$ cat config.mk
export PLATFORM = sky130hd
export DESIGN_NAME = hazard_ctrl
export DESIGN_NICKNAME = d
export VERILOG_FILES = /design/src/rtl/cpu_pkg.sv /design/src/rtl/hazard_detect.sv /design/src/rtl/hazard_ctrl.sv
export SDC_FILE = /design/constraint.sdc
export NUM_CORES = 1
export LEC_CHECK = 0
export ABC_AREA = 1
export CORE_UTILIZATION = 47
export CTS_BUF_LIST = sky130_fd_sc_hd__clkbuf_4 sky130_fd_sc_hd__clkbuf_8
export DETAILED_ROUTE_END_ITERATION = 12
export PLACE_DENSITY = 0.79
export SLEW_MARGIN = 20
export SYNTH_ARGS = -nofsm -noshare
export SYNTH_HDL_FRONTEND = slang
export SYNTH_SLANG_ARGS = --single-unit
$ cat constraint.sdc
create_clock -name clk -period 1.6 [get_ports clk]
set_clock_uncertainty 0.05 [all_clocks]
set_input_delay 0.16 -clock clk [delete_from_list [all_inputs] [get_ports clk]]
set_output_delay 0.16 -clock clk [all_outputs]
set_load 0.005 [all_outputs]
$ cat src/rtl/cpu_pkg.sv
// Shared CPU types: hazard FSM state encoding and register-address width default.
// Latency: n/a (types and constants only).
// Backpressure: n/a.
package cpu_pkg;

  // Default register-address width (8 architectural registers, r0 reads as zero)
  localparam int REG_AW = 3;

  typedef enum logic [1:0] {
    RUN    = 2'd0,
    DRAIN  = 2'd1,
    HALTED = 2'd2
  } hazard_state_t;

endpackage : cpu_pkg

$ cat src/rtl/hazard_detect.sv
// Compares ID-stage sources and stack use against the instruction in EX.
// Latency: purely combinational, zero cycles.
// Backpressure: none; results feed the stall decision in hazard_ctrl.
module hazard_detect
  import cpu_pkg::*;
#(
  parameter int AW = REG_AW
) (
  input  logic [AW-1:0] id_rs1,
  input  logic [AW-1:0] id_rs2,
  input  logic          id_uses_rs1,
  input  logic          id_uses_rs2,
  input  logic          id_stack_op,
  input  logic [AW-1:0] ex_rd,
  input  logic          ex_reg_write,
  input  logic          ex_mem_read,
  input  logic          ex_stack_op,
  output logic          load_use,
  output logic          stack_conflict
);

  logic ex_load_live;
  logic rs1_match;
  logic rs2_match;

  // A load only hurts when it really writes a non-zero register that ID is about to read;
  // back-to-back stack ops conflict because SP is only updated in MEM.
  always_comb begin
    ex_load_live   = ex_mem_read && ex_reg_write && (ex_rd != '0);
    rs1_match      = id_uses_rs1 && (id_rs1 == ex_rd);
    rs2_match      = id_uses_rs2 && (id_rs2 == ex_rd);
    load_use       = ex_load_live && (rs1_match || rs2_match);
    stack_conflict = id_stack_op && ex_stack_op;
  end

endmodule : hazard_detect

$ cat src/rtl/hazard_ctrl.sv
// Pipeline hazard/sequencing: stall, flush and bubble control plus halt-drain FSM and perf counters.
// Latency: control outputs are combinational (same cycle); state and counters update on the next edge.
// Backpressure: it is the backpressure source; pc_write/ifid_write low freezes the front end.
module hazard_ctrl
  import cpu_pkg::*;
#(
  parameter int REG_AW       = cpu_pkg::REG_AW,
  parameter int DRAIN_CYCLES = 3,
  parameter int CNT_W        = 16
) (
  input  logic              clk,
  input  logic              rst,
  input  logic [REG_AW-1:0] id_rs1,
  input  logic [REG_AW-1:0] id_rs2,
  input  logic              id_uses_rs1,
  input  logic              id_uses_rs2,
  input  logic              id_stack_op,
  input  logic              id_halt,
  input  logic [REG_AW-1:0] ex_rd,
  input  logic              ex_reg_write,
  input  logic              ex_mem_read,
  input  logic              ex_stack_op,
  input  logic              ex_branch_taken,
  output logic              pc_write,
  output logic              ifid_write,
  output logic              ifid_flush,
  output logic              idex_bubble,
  output logic              halted,
  output logic [CNT_W-1:0]  stall_count,
  output logic [CNT_W-1:0]  flush_count
);

  // Drain counter only has to hold DRAIN_CYCLES-1
  localparam int             DCW        = (DRAIN_CYCLES > 1) ? $clog2(DRAIN_CYCLES) : 1;
  localparam logic [DCW-1:0] DRAIN_LOAD = DCW'(DRAIN_CYCLES - 1);

  hazard_state_t  state, state_nxt;
  logic [DCW-1:0] drain_cnt, drain_cnt_nxt;
  logic           load_use;
  logic           stack_conflict;
  logic           stall;
  logic           stall_inc;
  logic           flush_inc;

  hazard_detect #(
    .AW (REG_AW)
  ) u_detect (
    .id_rs1         (id_rs1),
    .id_rs2         (id_rs2),
    .id_uses_rs1    (id_uses_rs1),
    .id_uses_rs2    (id_uses_rs2),
    .id_stack_op    (id_stack_op),
    .ex_rd          (ex_rd),
    .ex_reg_write   (ex_reg_write),
    .ex_mem_read    (ex_mem_read),
    .ex_stack_op    (ex_stack_op),
    .load_use       (load_use),
    .stack_conflict (stack_conflict)
  );

  assign stall = load_use || stack_conflict;

  // Priority resolution and next state: taken branch beats stall, stall beats halt; drain ignores hazards
  always_comb begin
    pc_write      = 1'b1;
    ifid_write    = 1'b1;
    ifid_flush    = 1'b0;
    idex_bubble   = 1'b0;
    halted        = 1'b0;
    state_nxt     = state;
    drain_cnt_nxt = drain_cnt;
    stall_inc     = 1'b0;
    flush_inc     = 1'b0;

    case (state)
      RUN: begin
        if (ex_branch_taken) begin
          // Wrong-path instructions in IF and ID are squashed; a halt in ID dies here too
          ifid_flush  = 1'b1;
          idex_bubble = 1'b1;
          flush_inc   = 1'b1;
        end else if (stall) begin
          pc_write    = 1'b0;
          ifid_write  = 1'b0;
          idex_bubble = 1'b1;
          stall_inc   = 1'b1;
        end else if (id_halt) begin
          // Halt moves on to EX; nothing younger is fetched behind it
          pc_write      = 1'b0;
          ifid_flush    = 1'b1;
          state_nxt     = DRAIN;
          drain_cnt_nxt = DRAIN_LOAD;
        end
      end
      DRAIN: begin
        pc_write    = 1'b0;
        ifid_write  = 1'b0;
        ifid_flush  = 1'b1;
        idex_bubble = 1'b1;
        if (drain_cnt == '0) begin
          state_nxt = HALTED;
        end else begin
          drain_cnt_nxt = drain_cnt - DCW'(1);
        end
      end
      HALTED: begin
        pc_write    = 1'b0;
        ifid_write  = 1'b0;
        ifid_flush  = 1'b1;
        idex_bubble = 1'b1;
        halted      = 1'b1;
      end
      default: begin
        state_nxt = RUN;
      end
    endcase

    // While reset is held the pipeline sees plain RUN behaviour and nothing is counted
    if (rst) begin
      pc_write    = 1'b1;
      ifid_write  = 1'b1;
      ifid_flush  = 1'b0;
      idex_bubble = 1'b0;
      halted      = 1'b0;
      stall_inc   = 1'b0;
      flush_inc   = 1'b0;
    end
  end

  // FSM state and drain counter registers
  always_ff @(posedge clk) begin
    if (rst) begin
      state     <= RUN;
      drain_cnt <= '0;
    end else begin
      state     <= state_nxt;
      drain_cnt <= drain_cnt_nxt;
    end
  end

  // Saturating performance counters: stick at all-ones rather than wrap
  always_ff @(posedge clk) begin
    if (rst) begin
      stall_count <= '0;
      flush_count <= '0;
    end else begin
      if (stall_inc && (stall_count != '1)) begin
        stall_count <= stall_count + CNT_W'(1);
      end
      if (flush_inc && (flush_count != '1)) begin
        flush_count <= flush_count + CNT_W'(1);
      end
    end
  end

endmodule : hazard_ctrl

Word level (Yosys, flattened, before mapping)
Cells that the tools add are included.
- bits in writable memories: 0
- ROM bits: 0
- bits of input ports: 19
- bits in latches: 0
- bits in registers: 36
- output and inout port bits: 37
- memories kept: 0
- div/mod/pow operators: 0
- shifts and indexed selects: 0
- multiply operators: 0
- eq/ne operators: 11
- $add $sub $neg: 3
- $lt $le $gt $ge: 0
- reductions and logical operators: 17
- bitwise logic cells: 1
- muxes and demuxes: 36
- operators by type and width (kind ; number):
    adder 16 x 1 -> 16 bit, second input constant ; 2
    inequality test 16 bit, second input constant ; 2
    two-way mux 1 bit ; 22
    two-way mux 2 bit ; 8
    inequality test 2 bit, second input constant ; 5
    AND reduction 5 bit ; 2
    logical AND 1 bit ; 8
    one-hot mux 1 bit (2 select lines) ; 4
    == test 3 bit ; 2
    one-hot mux 2 bit (3 select lines) ; 1
    zero test 2 bit ; 2
    one-hot mux 2 bit (2 select lines) ; 1
    nonzero test 3 bit ; 1
    == test 2 x 1 -> 1 bit, second input constant ; 1
    == test 2 bit, second input constant ; 1
    logical OR 1 bit ; 2
    nonzero test 2 bit ; 1
    OR reduction 2 bit ; 1
    subtractor 2 x 1 -> 2 bit, second input constant ; 1
    NOT 1 bit ; 1

Logic depth before layout (Yosys ltp)
Gate-level depths: netlist of run 1.
- word-level depth: 10
- depth in mapped cells: 13
- depth with buffers taken out: 12

Cells and area by module
A second synthesis of run 1 with hierarchy kept.
- cells, all modules: 415
- area total of the unflattened synthesis: 2428.6 sq um
- modules (own cells, without submodules) (module ; seq. area each (sq um) ; area an instance (sq um) ; cells an instance ; instances):
    hazard_ctrl ; 720.7 ; 2278.4 ; 378 ; 1
    hazard_detect ; 0.0 ; 150.1 ; 37 ; 1

Worst setup path after synthesis of run 1
Ideal clock, no wire load.
- path kind: reg-to-reg
- start point: reg state[0]
- end point: reg stall_count[7]
- period minus slack after synthesis: 1.642 ns
- cell stages (with the launch flop): 9
- data arrival time: 1.476 ns
- library setup time: 0.116 ns
- required time: 1.434 ns
- slack: -0.042 ns
- path buffers: 1
- cell sequence: dfxtp_1 > inv_1 > ha_1 > inv_1 > nor2_2 > buf_4 > nand4_2 > o21ai_0 > nor2_1
- cells in the longest elaborated chain, start to end: 4
- RTL lines (what ; line ; RTL):
    start, declared ; hazard_ctrl.sv:37 ; hazard_state_t state, state_nxt;
    start signal, assigned ; hazard_ctrl.sv:136 ; state <= state_nxt;
    zero test 2 bit ; hazard_ctrl.sv:75 ; case (state)
    two-way mux 1 bit ; hazard_ctrl.sv:75 ;
    two-way mux 1 bit ; hazard_ctrl.sv:119 ; if (rst) begin
    logical AND 1 bit ; hazard_ctrl.sv:147 ; if (stall_inc && (stall_count != '1)) begin
    end signal, assigned ; hazard_ctrl.sv:148 ; stall_count <= stall_count + CNT_W'(1);
    end, declared ; hazard_ctrl.sv:29 ; output logic [CNT_W-1:0] stall_count,
Every way passes these cells.
A chain may end at the register's enable or synchronous reset.

Final worst setup path of run 1
- start point: reg state[0]
- end point: reg flush_count[10]
- cells in the longest elaborated chain, start to end: 4
- RTL lines (what ; line ; RTL):
    zero test 2 bit ; hazard_ctrl.sv:75 ;
    two-way mux 1 bit ; hazard_ctrl.sv:75 ;
    two-way mux 1 bit ; hazard_ctrl.sv:119 ;
    logical AND 1 bit ; hazard_ctrl.sv:150 ; if (flush_inc && (flush_count != '1)) begin
    end signal, assigned ; hazard_ctrl.sv:151 ; flush_count <= flush_count + CNT_W'(1);
    end, declared ; hazard_ctrl.sv:30 ; output logic [CNT_W-1:0] flush_count
Every way passes these cells.

==> flow_summary.toml, run 1 <==
[run_status]
status = "finished, violations left"
violations = "setup timing"

[sta]
timing.final.ws_setup_ps = -30.9
worst_slew_pin_slew_ps = 277
final-hold-violation-count = 0
slew-limit-headroom_pct = 81.5
max_freq_mhz = 613
period_needed_ps = 1630
timing.hold.ws_ps = 418
setup_viol = 6
final_max_slew_viol_count = 0
fin_crit_sh_pct = 102
rsz0062_at_grt = "true"
tns_ps = -95.0

[setup_path]
worst_path_largest_cell_delay_ps = 340
endpoint_kind = "flip-flop"
crit_chain = "inv_2 -> ha_4 -> nand2_4 -> nor2_4 -> nand2_2 -> nand2_4 -> nand2_4 -> nor2_4 -> nand2_1 -> and3_1"
worstPathBufferInverterCount = 1
worstSetupStartpointType = "flip-flop"
cp.arrival_ps = 1770
cp_slowest_cell = "dfxtp_2"
required_ps = 1740
reg2reg_from = "state[0]$_SDFFE_PP0P_"
ff2ff_setup_slack_ps = -30
r2r_cells = 10
critPathMaxFanout = 7
r2r-end = "flush_count[10]$_SDFFE_PP0P_"
path_class = "reg -> reg"
critPathTopFamily = "simple AND/OR/NAND/NOR gates"
critPathMostFrequentCell = "nand2_4"

[routing]
vias = 2980
postRouteAntennaNets = 0
first_pass_iters = 4
totalWireLength_um = 7730
drc = 0
drt_iter0_drc = 182
routed_via_density = 5.09
post_drt_wl_per_cell_um = 13.2

[global_routing]
antenna_found_initial = 0
grt_max_degree = 15
grt_usage_pct = 26.7
grt_overflow = 0
grt_pass1_vias = 2738
grt_pass1_wl_um = 11400

[yosys]
ys.warnings.count = 0
synth_top_cell_area_share_pct = 29.3
synth_fp_nets = 426
synthTopCellsByArea = "dfxtp_1 (29%), nand2_1 (16%), inv_1 (10%), nor2_1 (8.9%), nand3_1 (4.3%)"
syn_area_per_cell_um2 = 6.17
yosysSeqAreaShare_pct = 29.3
syn_area_um2 = 2460
synth_cell_type_count = 34
post-synth-top-area-cell = "dfxtp_1"
synthArstFlopShare_pct = 0
synth-edff-count = 0
ys_ff_latch = 36
synth_top_flop_cell = "dfxtp_1"
syn_inst = 399

[floorplan]
fp-row-count = 25
start_util_pct = 50.4
fp.dieArea_um2 = 5530
ios = 56
die_h_um = 74.3
core_um2 = 4880
die_w_um = 74.3

[finish]
drive_above_1_share_pct = 35.1
fin_cells = 585
final_area_um2 = 3950
finalNetCount = 544
syn_to_final_growth_pct = 60.6
fin_util_pct = 80.9
num_antenna_cells = 0

[power]
ir_drop_v = 0.000593
p_leak_nw = 1.83
power_density_nw_per_um2 = 670
p_total_mw = 2.65

[place]
dp_hpwl_um = 4840
pre_cts_ws_ps = -586
portBuffers = 55
dp.cells = 562
gp_congestion = 0.862
place_area_um2 = 3430

[worst_hold_path]
min_path_type = "reg -> reg"
hold_start = "flush_count[8]$_SDFFE_PP0P_"
whs_endpoint = "flush_count[8]$_SDFFE_PP0P_"
holdPathStages = 2

[cts]
cts_tree = "done"
root_buffer = "clkbuf_8"
cts_buffers = 5
numClockSinks = 36
insertion_delay_ps = 300
htree_num_levels = 2
path_clk_slew_ps = 90
clock_path_buffers = 2

[run]
max_cap_viol_count = 0
## cell usage after synthesis (2+ instances only)
library cell and number:
a21oi_1 16, a31oi_1 2, and3_1 2, buf_2 2, clkbuf_1 2, dfxtp_1 36, ha_1 8, inv_1 67
inv_2 6, nand2_1 108, nand2_2 6, nand3_1 21, nand4_1 11, nand4_2 8, nor2_1 58, nor2_2 8
nor3_1 6, o21ai_0 9, o21ai_1 4, o21bai_1 2, or2_2 2, xor2_1 3
## cell families (layout without fill, tap and decap cells)
group / count (synthesis) / in the layout / share of synthesized area (%)
AND/OR/NAND/NOR: 235 / 235 / 44.2
buffers and inverters: 81 / 200 / 13.4
flip-flops: 36 / 36 / 29.3
AO/OA/AOI/OAI: 35 / 35 / 7.63
adder cells (fa/ha/maj): 8 / 8 / 4.07
XOR/XNOR: 4 / 4 / 1.42
## final cells by class
class / instances / area (um^2)
Multi-Input combinational cell: 282 / 1720
Timing Repair Buffer: 118 / 1040
Fill cell: 316 / 930
Sequential cell: 36 / 742
Inverter: 74 / 283
Tap cell: 67 / 83.8
Clock buffer: 5 / 68.8
Clock inverter: 3 / 18.8
## flip-flops by register name (all words and copies together) (netlist names)
signal	flops
drain_cnt	2
stall_count	16
flush_count	16
state	2
## what timing repair did
item | CTS | global route
gates resized for setup | 68 | 83
hold endpoints to repair | 0 | 0
pin swaps | 23 | 42
gates cloned | 1 | 0
hold buffers | 0 | 0
endpoints found under the setup margin | 38 | 38
buffers inserted | 7 | 9
## placed cells by master, fill, tap and decap left out, types with 4 or more instances in the layout
cell,count
a21oi_1,9
a21oi_2,6
buf_2,4
buf_4,52
buf_6,9
clkbuf_2,4
clkbuf_8,5
clkdlybuf4s50_1,37
dfxtp_1,21
dfxtp_2,14
dlygate4sd2_1,6
ha_1,4
inv_1,59
inv_2,12
nand2_1,92
nand2_2,17
nand2_4,5
nand3_1,14
nand3_2,7
nand4_1,11
nand4_2,5
nor2_1,49
nor2_2,6
nor2_4,11
nor3_1,4
o21ai_0,4
o21ai_1,9
## power by group
part	internal, mW	switching (mW)	leakage (nW)
registers	0.938	0.0329	0.298
clock network	0.304	0.365	0.0479
logic	0.501	0.504	1.48
total	1.74	0.903	1.83
## metal layers
metal  wire, um  share of wire (%)  vias to the layer above  GRT usage (%)
li1           -                  -                     1483              -
met4        178                2.3                        0           8.60
met5          0                  0                        -              0
met2       4130                 53                      109           49.8
met1       3010                 39                     1369           30.9
met3        413                5.3                       19           4.34
## worst register-to-register path: cells and delay by family, from the launching register on
kind	cells	cell delay, ps
buffers and inverters	1	80
adders and majority gates	1	180
and+or+nand+nor	8	890
DFF	1	340
## worst max-delay path by stage
stage / startpoint / endpoint / slack (ps) / cells past startpoint
2_1_floorplan: state[0]$_SDFFE_PP0P_ / flush_count[10]$_SDFFE_PP0P_ / 20 / 10
3_3_place_gp: ex_rd[1] / idex_bubble / -480 / 12
3_5_place_dp: ex_rd[0] / idex_bubble / -590 / 12
4_1_cts: ex_reg_write / idex_bubble / -5 / 8
5_1_grt: stall_count[1]$_SDFFE_PP0P_ / stall_count[14]$_SDFFE_PP0P_ / -140 / 12
6_report: state[0]$_SDFFE_PP0P_ / flush_count[10]$_SDFFE_PP0P_ / -30 / 10
No activity file was read; power rests on OpenSTA's default activity.
==> inputs of run 2 (changes only) <==
--- a/config.mk
+++ b/config.mk
@@ -10,7 +10,6 @@
 export CTS_BUF_LIST = sky130_fd_sc_hd__clkbuf_4 sky130_fd_sc_hd__clkbuf_8
 export DETAILED_ROUTE_END_ITERATION = 12
 export PLACE_DENSITY = 0.79
-export SLEW_MARGIN = 20
 export SYNTH_ARGS = -nofsm -noshare
 export SYNTH_HDL_FRONTEND = slang
 export SYNTH_SLANG_ARGS = --single-unit
==> results of run 2 <==
Same layout as run 1: the final DEF is identical, and so are final timing and power.
